### src/rtl/multi_irqgen.sv
// Memory-mapped interrupt generator: staged mask/cause/delay/period, committed into a one-shot or periodic firing engine.
// Read data registered one cycle after req; grant is combinational and never stalls (no backpressure).
module multi_irqgen #(
   parameter int unsigned NumIrqs    = 4,
   parameter int unsigned CauseWidth = 8,
   parameter int unsigned CntWidth   = 32,
   parameter logic [31:0] BaseAddr   = 32'h2000
) (
   input  logic                  clk_i,
   input  logic                  rst_ni,
   input  logic                  data_mem_req_i,
   input  logic                  data_mem_we_i,
   input  logic [31:0]           data_mem_addr_i,
   input  logic [31:0]           data_mem_wdata_i,
   input  logic [31:0]           data_mem_strb_i,
   output logic                  data_mem_gnt_o,
   output logic [31:0]           data_mem_rdata_o,
   output logic [NumIrqs-1:0]    irq_o,
   output logic [CauseWidth-1:0] cause_o
);

   typedef enum logic {IDLE, ARMED} state_t;

   state_t                state_q, state_nxt;
   logic [31:0]           off;
   logic [2:0]            idx;
   logic                  hit, wr;
   logic                  wr_mask, wr_cause, wr_delay, wr_period, commit, clr;
   logic                  fire;
   logic [31:0]           rd_val;

   logic [NumIrqs-1:0]    mask_q, act_mask;
   logic [CauseWidth-1:0] cause_q, act_cause;
   logic [CntWidth-1:0]   delay_q, period_q, act_period, cnt_q;
   logic [15:0]           fcnt_q;

   assign off            = data_mem_addr_i - BaseAddr;
   assign hit            = (data_mem_addr_i >= BaseAddr) && (off < 32'h38);
   assign data_mem_gnt_o = data_mem_req_i && hit;
   assign idx            = off[5:3];
   assign wr             = data_mem_gnt_o && data_mem_we_i;

   assign wr_mask   = wr && (idx == 3'd0);
   assign wr_cause  = wr && (idx == 3'd1);
   assign wr_delay  = wr && (idx == 3'd2);
   assign wr_period = wr && (idx == 3'd3);
   assign commit    = wr && (idx == 3'd4);
   assign clr       = wr && (idx == 3'd5);

   always_comb begin
      rd_val = '0;
      case (idx)
         3'd0:    rd_val = 32'(mask_q);
         3'd1:    rd_val = 32'(cause_q);
         3'd2:    rd_val = 32'(delay_q);
         3'd3:    rd_val = 32'(period_q);
         3'd6:    rd_val = {fcnt_q, 15'd0, state_q == ARMED};
         default: rd_val = '0;
      endcase
   end

   // A commit always wins: it cancels whatever fire would have happened this edge.
   always_comb begin
      state_nxt = state_q;
      fire      = 1'b0;
      if (commit) begin
         state_nxt = ARMED;
      end else if (state_q == ARMED && cnt_q == '0) begin
         fire = 1'b1;
         if (act_period == '0) state_nxt = IDLE;
      end
   end

   always_ff @(posedge clk_i or negedge rst_ni) begin
      if (!rst_ni) state_q <= IDLE;
      else         state_q <= state_nxt;
   end

   always_ff @(posedge clk_i or negedge rst_ni) begin
      if (!rst_ni) begin
         mask_q   <= '0;
         cause_q  <= '0;
         delay_q  <= '0;
         period_q <= '0;
      end else begin
         if (wr_mask)
            mask_q <= (mask_q & ~data_mem_strb_i[NumIrqs-1:0])
                    | (data_mem_wdata_i[NumIrqs-1:0] & data_mem_strb_i[NumIrqs-1:0]);
         if (wr_cause)
            cause_q <= (cause_q & ~data_mem_strb_i[CauseWidth-1:0])
                     | (data_mem_wdata_i[CauseWidth-1:0] & data_mem_strb_i[CauseWidth-1:0]);
         if (wr_delay)
            delay_q <= (delay_q & ~data_mem_strb_i[CntWidth-1:0])
                     | (data_mem_wdata_i[CntWidth-1:0] & data_mem_strb_i[CntWidth-1:0]);
         if (wr_period)
            period_q <= (period_q & ~data_mem_strb_i[CntWidth-1:0])
                      | (data_mem_wdata_i[CntWidth-1:0] & data_mem_strb_i[CntWidth-1:0]);
      end
   end

   // Commit samples the staged registers before any same-cycle write lands.
   always_ff @(posedge clk_i or negedge rst_ni) begin
      if (!rst_ni) begin
         act_mask   <= '0;
         act_cause  <= '0;
         act_period <= '0;
         cnt_q      <= '0;
         fcnt_q     <= '0;
      end else if (commit) begin
         act_mask   <= mask_q;
         act_cause  <= cause_q;
         act_period <= period_q;
         cnt_q      <= delay_q;
         fcnt_q     <= '0;
      end else if (state_q == ARMED) begin
         if (cnt_q != '0) cnt_q <= cnt_q - CntWidth'(1);
         else if (act_period != '0) cnt_q <= act_period - CntWidth'(1);
         if (fire && fcnt_q != 16'hFFFF) fcnt_q <= fcnt_q + 16'd1;
      end
   end

   always_ff @(posedge clk_i or negedge rst_ni) begin
      if (!rst_ni) begin
         irq_o   <= '0;
         cause_o <= '0;
      end else begin
         irq_o <= (irq_o & ~(clr ? (data_mem_wdata_i[NumIrqs-1:0] & data_mem_strb_i[NumIrqs-1:0])
                                 : {NumIrqs{1'b0}}))
                | (fire ? act_mask : {NumIrqs{1'b0}});
         if (fire) cause_o <= act_cause;
      end
   end

   always_ff @(posedge clk_i or negedge rst_ni) begin
      if (!rst_ni)             data_mem_rdata_o <= '0;
      else if (data_mem_req_i) data_mem_rdata_o <= (hit && !data_mem_we_i) ? rd_val : '0;
   end

endmodule

### config.mk
export PLATFORM = sky130hd
export DESIGN_NAME = multi_irqgen
export DESIGN_NICKNAME = d
export VERILOG_FILES = /design/src/rtl/multi_irqgen.sv
export SDC_FILE = /design/constraint.sdc
export NUM_CORES = 1
export LEC_CHECK = 0
export CAP_MARGIN = 20
export CORE_ASPECT_RATIO = 0.6
export CORE_MARGIN = 2
export CORE_UTILIZATION = 51
export DETAILED_ROUTE_END_ITERATION = 16
export GPL_TIMING_DRIVEN = 0
export PLACE_DENSITY = 0.72
export SLEW_MARGIN = 20
export SYNTH_ARGS = -nofsm -noshare
export SYNTH_HDL_FRONTEND = slang
export SYNTH_SLANG_ARGS = --single-unit
export TNS_END_PERCENT = 30
### constraint.sdc
create_clock -name clk_i -period 6.8 [get_ports clk_i]
set_input_delay 1.02 -clock clk_i [delete_from_list [all_inputs] [get_ports clk_i]]
set_output_delay 1.02 -clock clk_i [all_outputs]
set_load 0.01 [all_outputs]
Word level (Yosys, flattened, before mapping):

Cells that the tools add are included.

* $lt $le $gt $ge: 2
* mux-type cells: 16
* reductions and logical operators: 26
* bitwise logic cells: 17
* equal/unequal tests: 7
* add/subtract/negate cells: 4

Operator list (number)
* 2-to-1 mux 32 bit: 5
* case mux 32 bit (5 select lines): 1
* bitwise AND 32 bit: 3
* logical NOT 32 bit: 2
* OR 32 bit: 2
* nonzero test 32 bit: 2
* subtractor 32 x 1 -> 32 bit (second input constant): 2
* 2-to-1 mux 16 bit: 3
* >= comparator 32 x 14 -> 1 bit (second input constant): 1
* less-than comparator 32 x 6 -> 1 bit (second input constant): 1
* inverter 32 bit: 1
* subtractor 32 x 14 -> 32 bit (second input constant): 1
* adder 16 x 1 -> 16 bit (second input constant): 1
* bitwise AND 8 bit: 2
* != test 16 bit (second input constant): 1
* bitwise AND 4 bit: 3
* logical AND 1 bit: 12
* == test 3 bit (second input constant): 3
* 2-to-1 mux 4 bit: 2
* inverter 4 bit: 2
* inverter 8 bit: 1
* OR 4 bit: 2
* OR 8 bit: 1
* nonzero test 2 bit: 4
* other kinds (7): 14

* output and inout bits: 45
* register bits: 213

Logic depth before layout (Yosys ltp):

Gate-level depths: netlist (run 1).

* depth after elaboration: 11
* mapped depth: 15
* mapped depth without buffers: 13

Worst setup path before layout (run 1):

No wires, ideal clock.

* path kind: input port to flip-flop
* start: in data_mem_addr_i[13]
* end: reg (tool-made name)
* stages on the path: 13
* library setup time: 0.127 ns
* path slack: 3.357 ns
* data required time: 6.673 ns
* buffers on the path: 3
* arrival time: 3.315 ns
* cell sequence: inv_1 ha_1 o21bai_1 a21o_1 a21o_1 a2111oi_4 nor2b_1 buf_2 and2_1 buf_2 buf_4 nand3_1 mux2_1

RTL lines
* from (decl): line 13 `input logic [31:0] data_mem_addr_i,`

Final worst setup path (run 1):

* start: reg cnt_q[23]
* end: reg cnt_q[26]

* cells in the longest elaborated chain, start to end: 4
* elaborated cells on any way between the ends: 7
* classes of those cells: 1 x add/sub; 3 x mux; 3 x reduce/logical

Ends and longest elaborated chain
* from (decl): line 34 `logic [CntWidth-1:0] delay_q, period_q, act_period, cnt_q;`
* from (signal assigned): line 113 `cnt_q <= delay_q;`
* from (signal assigned): line 116 `if (cnt_q != '0) cnt_q <= cnt_q - CntWidth'(1);`
* from (signal assigned): line 117 `else if (act_period != '0) cnt_q <= act_period - CntWidth'(1);`
* subtractor 32 x 1 -> 32 bit or nonzero test 32 bit (tied branches): line 116
* 2-to-1 mux 32 bit: line 116
* 2-to-1 mux 32 bit: line 115 `end else if (state_q == ARMED) begin`
* 2-to-1 mux 32 bit: line 109 `end else if (commit) begin`

Several ways; a longest one is shown, not always the timed one. The select of a mux whose other input is x is not followed.
A chain may end at the register's enable or synchronous reset.

==> results of run 1 <==
==> how the worst min path moves through the flow <==
stage,slack (ns),cells past startpoint,startpoint,end
final,0.42,1,rst_ni,irq_o[2]
after global routing,0.46,1,rst_ni,irq_o[0]
after CTS,0.45,1,rst_ni,irq_o[0]
after detailed placement,0.46,2,act_cause[3],act_cause[3]
after global placement,0.45,2,act_cause[0],act_cause[0]
after floorplan,0.43,2,act_cause[0],act_cause[0]
==> final cells by class <==
class | instances | area, sq um
Timing Repair Buffer | 141 | 1450
Fill cell | 1793 | 7600
Clock buffer | 28 | 582
Clock inverter | 9 | 78.8
Inverter | 40 | 150
Buffer | 73 | 315
Multi-Input combinational cell | 875 | 5380
Sequential cell | 213 | 5330
Tap cell | 279 | 349
==> layer usage <==
| metal | vias up | part of all wire | GRT usage |
|---|---|---|---|
| met5 | - | 0 | 0 |
| met2 | 621 | 0.38 | 0.413 |
| li1 | 4643 | - | - |
| met4 | 0 | 0.015 | 0.0558 |
| met3 | 43 | 0.13 | 0.0993 |
| met1 | 5061 | 0.48 | 0.532 |
==> layout by cell type (no fill, tap or decap), types with 18 or more instances in the layout <==
master / Yosys / layout
clkdlybuf4s50_1: 0 / 138
nor3_1: 24 / 24
nand3_1: 86 / 86
o21ai_1: 18 / 18
mux2i_1: 29 / 29
or3_1: 18 / 18
mux2_2: 86 / 86
o22ai_1: 46 / 46
nand2_1: 213 / 213
inv_1: 40 / 40
clkbuf_1: 47 / 51
clkbuf_16: 0 / 21
o21ai_0: 28 / 28
nor2_1: 79 / 79
dfrtp_1: 213 / 213
a21oi_1: 59 / 59
nand4_1: 22 / 22
==> synthesized netlist by cell type (11+ instances only) <==
master / instances
nand4_1: 22
nor3_1: 24
nand3_1: 86
o21ai_1: 18
nand2_1: 213
clkbuf_1: 47
nor2_1: 79
o22ai_1: 46
or3_1: 18
o21ai_0: 28
mux2_2: 86
nor4_1: 16
dfrtp_1: 213
buf_1: 11
mux2i_1: 29
inv_1: 40
a21oi_1: 59
==> cell families after synthesis <==
kind of cell | synth area share
and+or+nand+nor | 0.220
AOI/OAI and AO/OA | 0.128
DFF | 0.477
muxes | 0.122
buffers and inverters | 0.0416
xor gates and xnor gates | 0.00862
adders and majority gates | 0.00336
==> report_power, final <==
part | leakage (nW) | total [mW] | internal, mW | switching [mW]
logic | 2.82 | 0.159 | 0.0695 | 0.0900
clock network | 0.324 | 1.15 | 0.642 | 0.504
registers | 2.78 | 1.27 | 1.27 | 0.00000266
total | 5.92 | 2.57 | 1.98 | 0.594
==> metrics by stage <==
| step | setup WS [ns] | total power [mW] | setup TNS, ns | hold WS (ns) | instances |
|---|---|---|---|---|---|
| global route | 1.49 | 2.65 | 0 | 0.460 | 1658 |
| global placement | -4.38 | 1.44 | -928.48 | 0.449 | 1619 |
| floorplan | 3.36 | 1.33 | 0 | 0.433 | 1201 |
| detailed placement | 1.83 | 1.45 | 0 | 0.456 | 1621 |
| finish | 1.92 | 2.57 | 0 | 0.416 | 1658 |
| CTS | 2.13 | 2.58 | 0 | 0.446 | 1658 |
==> impl_metrics.tcl, run 1 <==
set metrics [dict create \
    io_pins 145 \
    cts_tree "built" \
    grt_pass1_wl_mm 58.1 \
    worstRegToRegCells 15 \
    maxCapViolations 0 \
    peakVddDrop_v 0.000197 \
    grt_max_degree 96 \
    synth-seq-cells 213 \
    cp-start-kind "register" \
    synth_top_cell_area_share 0.477 \
    io_buffers 139 \
    postCtsSetupRepairBufs 0 \
    track_usage 0.325 \
    cpMaxStageDelayCell "nor4_1" \
    worstSetupPathType "register to register" \
    die_h_um 119 \
    holdCritPathClass "input pin to async pin" \
    first_iter_violations 1112 \
    timing.final.crit_share 0.717 \
    clk_latency_ns 0.51 \
    num_vias 10400 \
    ctsHoldBuffers 0 \
    coreArea_sq_um 21200 \
    cellPowerDensity_nw_per_um2 189 \
    first_global_vias 9944 \
    synth-async-reset-ratio 1.00 \
    gp_congestion 0.967 \
    rrSetupSlack_ns 1.92 \
    hold_viol_final 0 \
    detail-route-antenna-nets 0 \
    antenna_cells 0 \
    critPathMaxStageDelay_ns 0.62 \
    syn_area_per_cell_sq_um 9.31 \
    fin_area_sq_um 13600 \
    crit_arrival_ns 5.29 \
    synth_largest_area_cell "dfrtp_1" \
    synth_area_sq_um 11200 \
    syn_inst 1201 \
    start_util 0.526 \
    cp.required_ns 7.21 \
    rsz0062_at_grt "false" \
    clock-sinks 213 \
    worstSetupStartpoint "cnt_q[23]" \
    hpwl_mm 28.2 \
    ys.flop_type "dfrtp_1" \
    cts_buffers 21 \
    maxSlewViolCount 0 \
    status "finished, final reports clean" \
    overflow 0 \
    crit_fanout 10 \
    row_count 41 \
    final_nets 1468 \
    yosys-top-cells-area "dfrtp_1 48%, mux2_2 8.7%, nand2_1 7.2%" \
    drc 0 \
    syn2layout_area_growth_pct 22.0 \
    synth_edf_count 0 \
    cts-htree-levels 1 \
    critPathBufInv 2 \
    fp.dieW_um 195 \
    cp_cell_sequence "nor4_1 -> nand4_1 -> nor3_1 -> clkbuf_1 -> clkbuf_1 -> a21oi_1 -> ha_1 -> nand2b_1 -> nor2_1 -> o2111ai_1 -> o31ai_1 -> nand4_1 -> mux2i_1 -> a211oi_1 -> a211oi_1" \
    antenna_found_initial 0 \
    cp-endpoint "cnt_q[26]" \
    timing.rr.end "cnt_q[26]" \
    layout-drive-gt1-share 0.111 \
    min_period_ns 4.88 \
    cts_root_buf "clkbuf_16" \
    dieArea_sq_um 23200 \
    clock.fmax_mhz 205 \
    yosys_warnings 0 \
    clock_skew_ns 0.0121 \
    cts_max_path_buffers 3 \
    synth_cell_types 67 \
    dr.pass1.iters 5 \
    setup_viol 0 \
    post_cts_resized 0 \
    r2r-start "cnt_q[23]" \
    syn_nets 1304 \
    cts.clk_slew.worst_paths_ns 0.06 \
    cp_top_family "simple AND/OR/NAND/NOR gates" \
    worst_pin_slew_ns 0.868 \
    critPathCaptureType "register" \
    ys_seq_area_frac 0.477 \
    wirelength_mm 37.0 \
    post_drt_wl_per_cell_um 22.3 \
    crit_cells 15 \
    post_dp_cell_area_sq_um 13000 \
    p_leak_nw 5.92 \
    vias_per_cell 6.25 \
    slew-limit-headroom 0.422 \
    final_util 0.642 \
]
No activity file was read; power rests on OpenSTA's default activity.
==> run 2: changes to the inputs <==
- PLACE_DENSITY: 0.72 -> 0.75
- clock period: 6.8 -> 4.1 ns (I/O delays scaled with it)
==> impl_metrics.tcl, run 2 (same netlist as run 1, synthesis figures left out) <==
set metrics [dict create \
    post_drt_wl_per_cell_um 22.3 \
    top_usage_layer "met1" \
    fin_area_sq_um 13800 \
    layout-drive-gt1-share 0.123 \
    wirelength_mm 37.2 \
    rsz0062_at_grt "true" \
    sw_frac_of_total 0.237 \
    first_iter_violations 1459 \
    timing.final.crit_share 0.961 \
    clock.fmax_mhz 254 \
    p_clk_frac 0.452 \
    hold_viol_final 0 \
    slew-limit-headroom 0.422 \
    maxCapViolations 0 \
    layout_common_cells "213 x nand2_1, 213 x dfrtp_1, 138 x clkdlybuf4s50_1" \
    first_global_vias 9943 \
    detail-route-antenna-nets 0 \
    post_dp_cell_area_sq_um 13000 \
    clock-sinks 213 \
    critPathCaptureType "register" \
    drc 0 \
    cts-htree-levels 1 \
    clock_skew_ns 0.0138 \
    use_met1 0.519 \
    dr.pass1.iters 5 \
    row_count 41 \
    io_pins 145 \
    fin_ws_ns 0.161 \
    use_met2 0.416 \
    hpwl_mm 27.8 \
    cpMaxStageDelayCell "clkdlybuf4s50_1" \
    die_h_um 119 \
    worstSetupPathType "input pin to register" \
    worstRegToRegCells 15 \
    crit_arrival_ns 4.32 \
    cts_root_buf "clkbuf_16" \
    track_usage 0.323 \
    cts.clk_slew.worst_paths_ns 0.06 \
    syn2layout_area_growth_pct 23.1 \
    overflow 0 \
    worst_pin_slew_ns 0.867 \
    p_int_mw 3.29 \
    power_frac_seq 0.487 \
    cellPowerDensity_nw_per_um2 313 \
    clk_latency_ns 0.52 \
    status "finished, final reports clean" \
    total_power_mw 4.31 \
    crit_fanout 10 \
    vias_per_cell 6.26 \
    rrSetupSlack_ns 0.20 \
    p_comb_frac 0.061 \
    critPathBufInv 4 \
    grt_max_degree 94 \
    met3_usage 0.101 \
    power_switching_mw 1.02 \
    p_leak_nw 5.98 \
    setup_viol 0 \
    maxSlewViolCount 0 \
    cts_tree "built" \
    critPathMaxStageDelay_ns 0.61 \
    cts_max_path_buffers 3 \
    gp_congestion 0.971 \
    final_nets 1474 \
    dpl_worst_slack_ns -0.468 \
    cp.required_ns 4.49 \
    num_vias 10400 \
    antenna_found_initial 0 \
    peakVddDrop_v 0.000249 \
    io_buffers 139 \
    antenna_cells 0 \
    dieArea_sq_um 23200 \
    start_util 0.526 \
    grt_pass1_wl_mm 57.9 \
    cts_buffers 21 \
    fp.dieW_um 195 \
    coreArea_sq_um 21200 \
    cp_cell_sequence "clkdlybuf4s50_1 -> inv_1 -> ha_1 -> o21bai_1 -> a21o_1 -> a21o_1 -> a2111oi_2 -> nand4_1 -> clkbuf_1 -> clkbuf_1 -> nand2_1 -> nand2_1" \
    holdCritPathClass "input pin to async pin" \
    cp_top_family "buffers and inverters" \
    cp-start-kind "input pin" \
    min_period_ns 3.94 \
    r2r-start "cnt_q[23]" \
    timing.rr.end "cnt_q[26]" \
]
==> run 2: cell type report <==
class | count | area [sq um]
Inverter | 40 | 150
Tap cell | 279 | 349
Multi-Input combinational cell | 875 | 5430
Clock inverter | 12 | 104
Clock buffer | 26 | 574
Buffer | 73 | 322
Timing Repair Buffer | 147 | 1500
Sequential cell | 213 | 5330
Fill cell | 1772 | 7480
==> run 2: power groups by stage <==
stage	clock, mW	combinational, mW	sequential (mW)
4_1_cts	1.95	0.263	2.10
5_1_grt	2.04	0.286	2.10
6_report	1.95	0.264	2.10
2_1_floorplan	0	0.0669	2.14
3_3_place_gp	0	0.251	2.14
3_5_place_dp	0	0.262	2.14
==> run 2: timing repair <==
action / CTS / global route
pin swaps: 0 / 2
hold buffers: 0 / 0
endpoints found under the setup margin: 12 / 20
resized for setup: 6 / 9
setup buffers: 0 / 6
==> run 2: worst register-to-register path: stages (launching register included) <==
cell and delay [ns]:
dfrtp_1 0.46, nor4_2 0.43, nand4_1 0.31, nor3_4 0.31
clkbuf_2 0.29, clkbuf_4 0.30, a21oi_1 0.12, ha_1 0.25
nand2b_1 0.12, nor2_1 0.11, o2111ai_1 0.23, o31ai_4 0.17
nand4_1 0.21, mux2i_1 0.21, a211oi_1 0.09, a211oi_1 0.19
==> run 2: how the worst max path moves through the flow <==
stage | startpoint | to | depth (start not counted)
floorplan | cnt_q[23] | cnt_q[26] | 15
global route | data_mem_addr_i[13] | cnt_q[31] | 12
global placement | rst_ni | act_period[28] | 1
CTS | data_mem_addr_i[13] | act_period[30] | 12
finish | data_mem_addr_i[13] | act_cause[2] | 12
detailed placement | cnt_q[23] | cnt_q[26] | 15
==> run 2: through the flow <==
stage | hold WS [ns] | util | cells | setup TNS [ns]
3_5_place_dp | 0.455 | 0.611 | 1621 | -10.38
2_1_floorplan | 0.319 | - | 1201 | 0
4_1_cts | 0.0435 | 0.644 | 1659 | 0
3_3_place_gp | 0.451 | 0.608 | 1619 | -1398.49
6_report | 0.0318 | 0.648 | 1665 | 0
5_1_grt | 0.0573 | 0.648 | 1665 | -0.0434
==> run 2: metal layers <==
layer	wire length, um	up-vias
met5	0	-
met4	689	0
met3	4980	48
met2	14300	639
met1	17200	5090
li1	-	4652
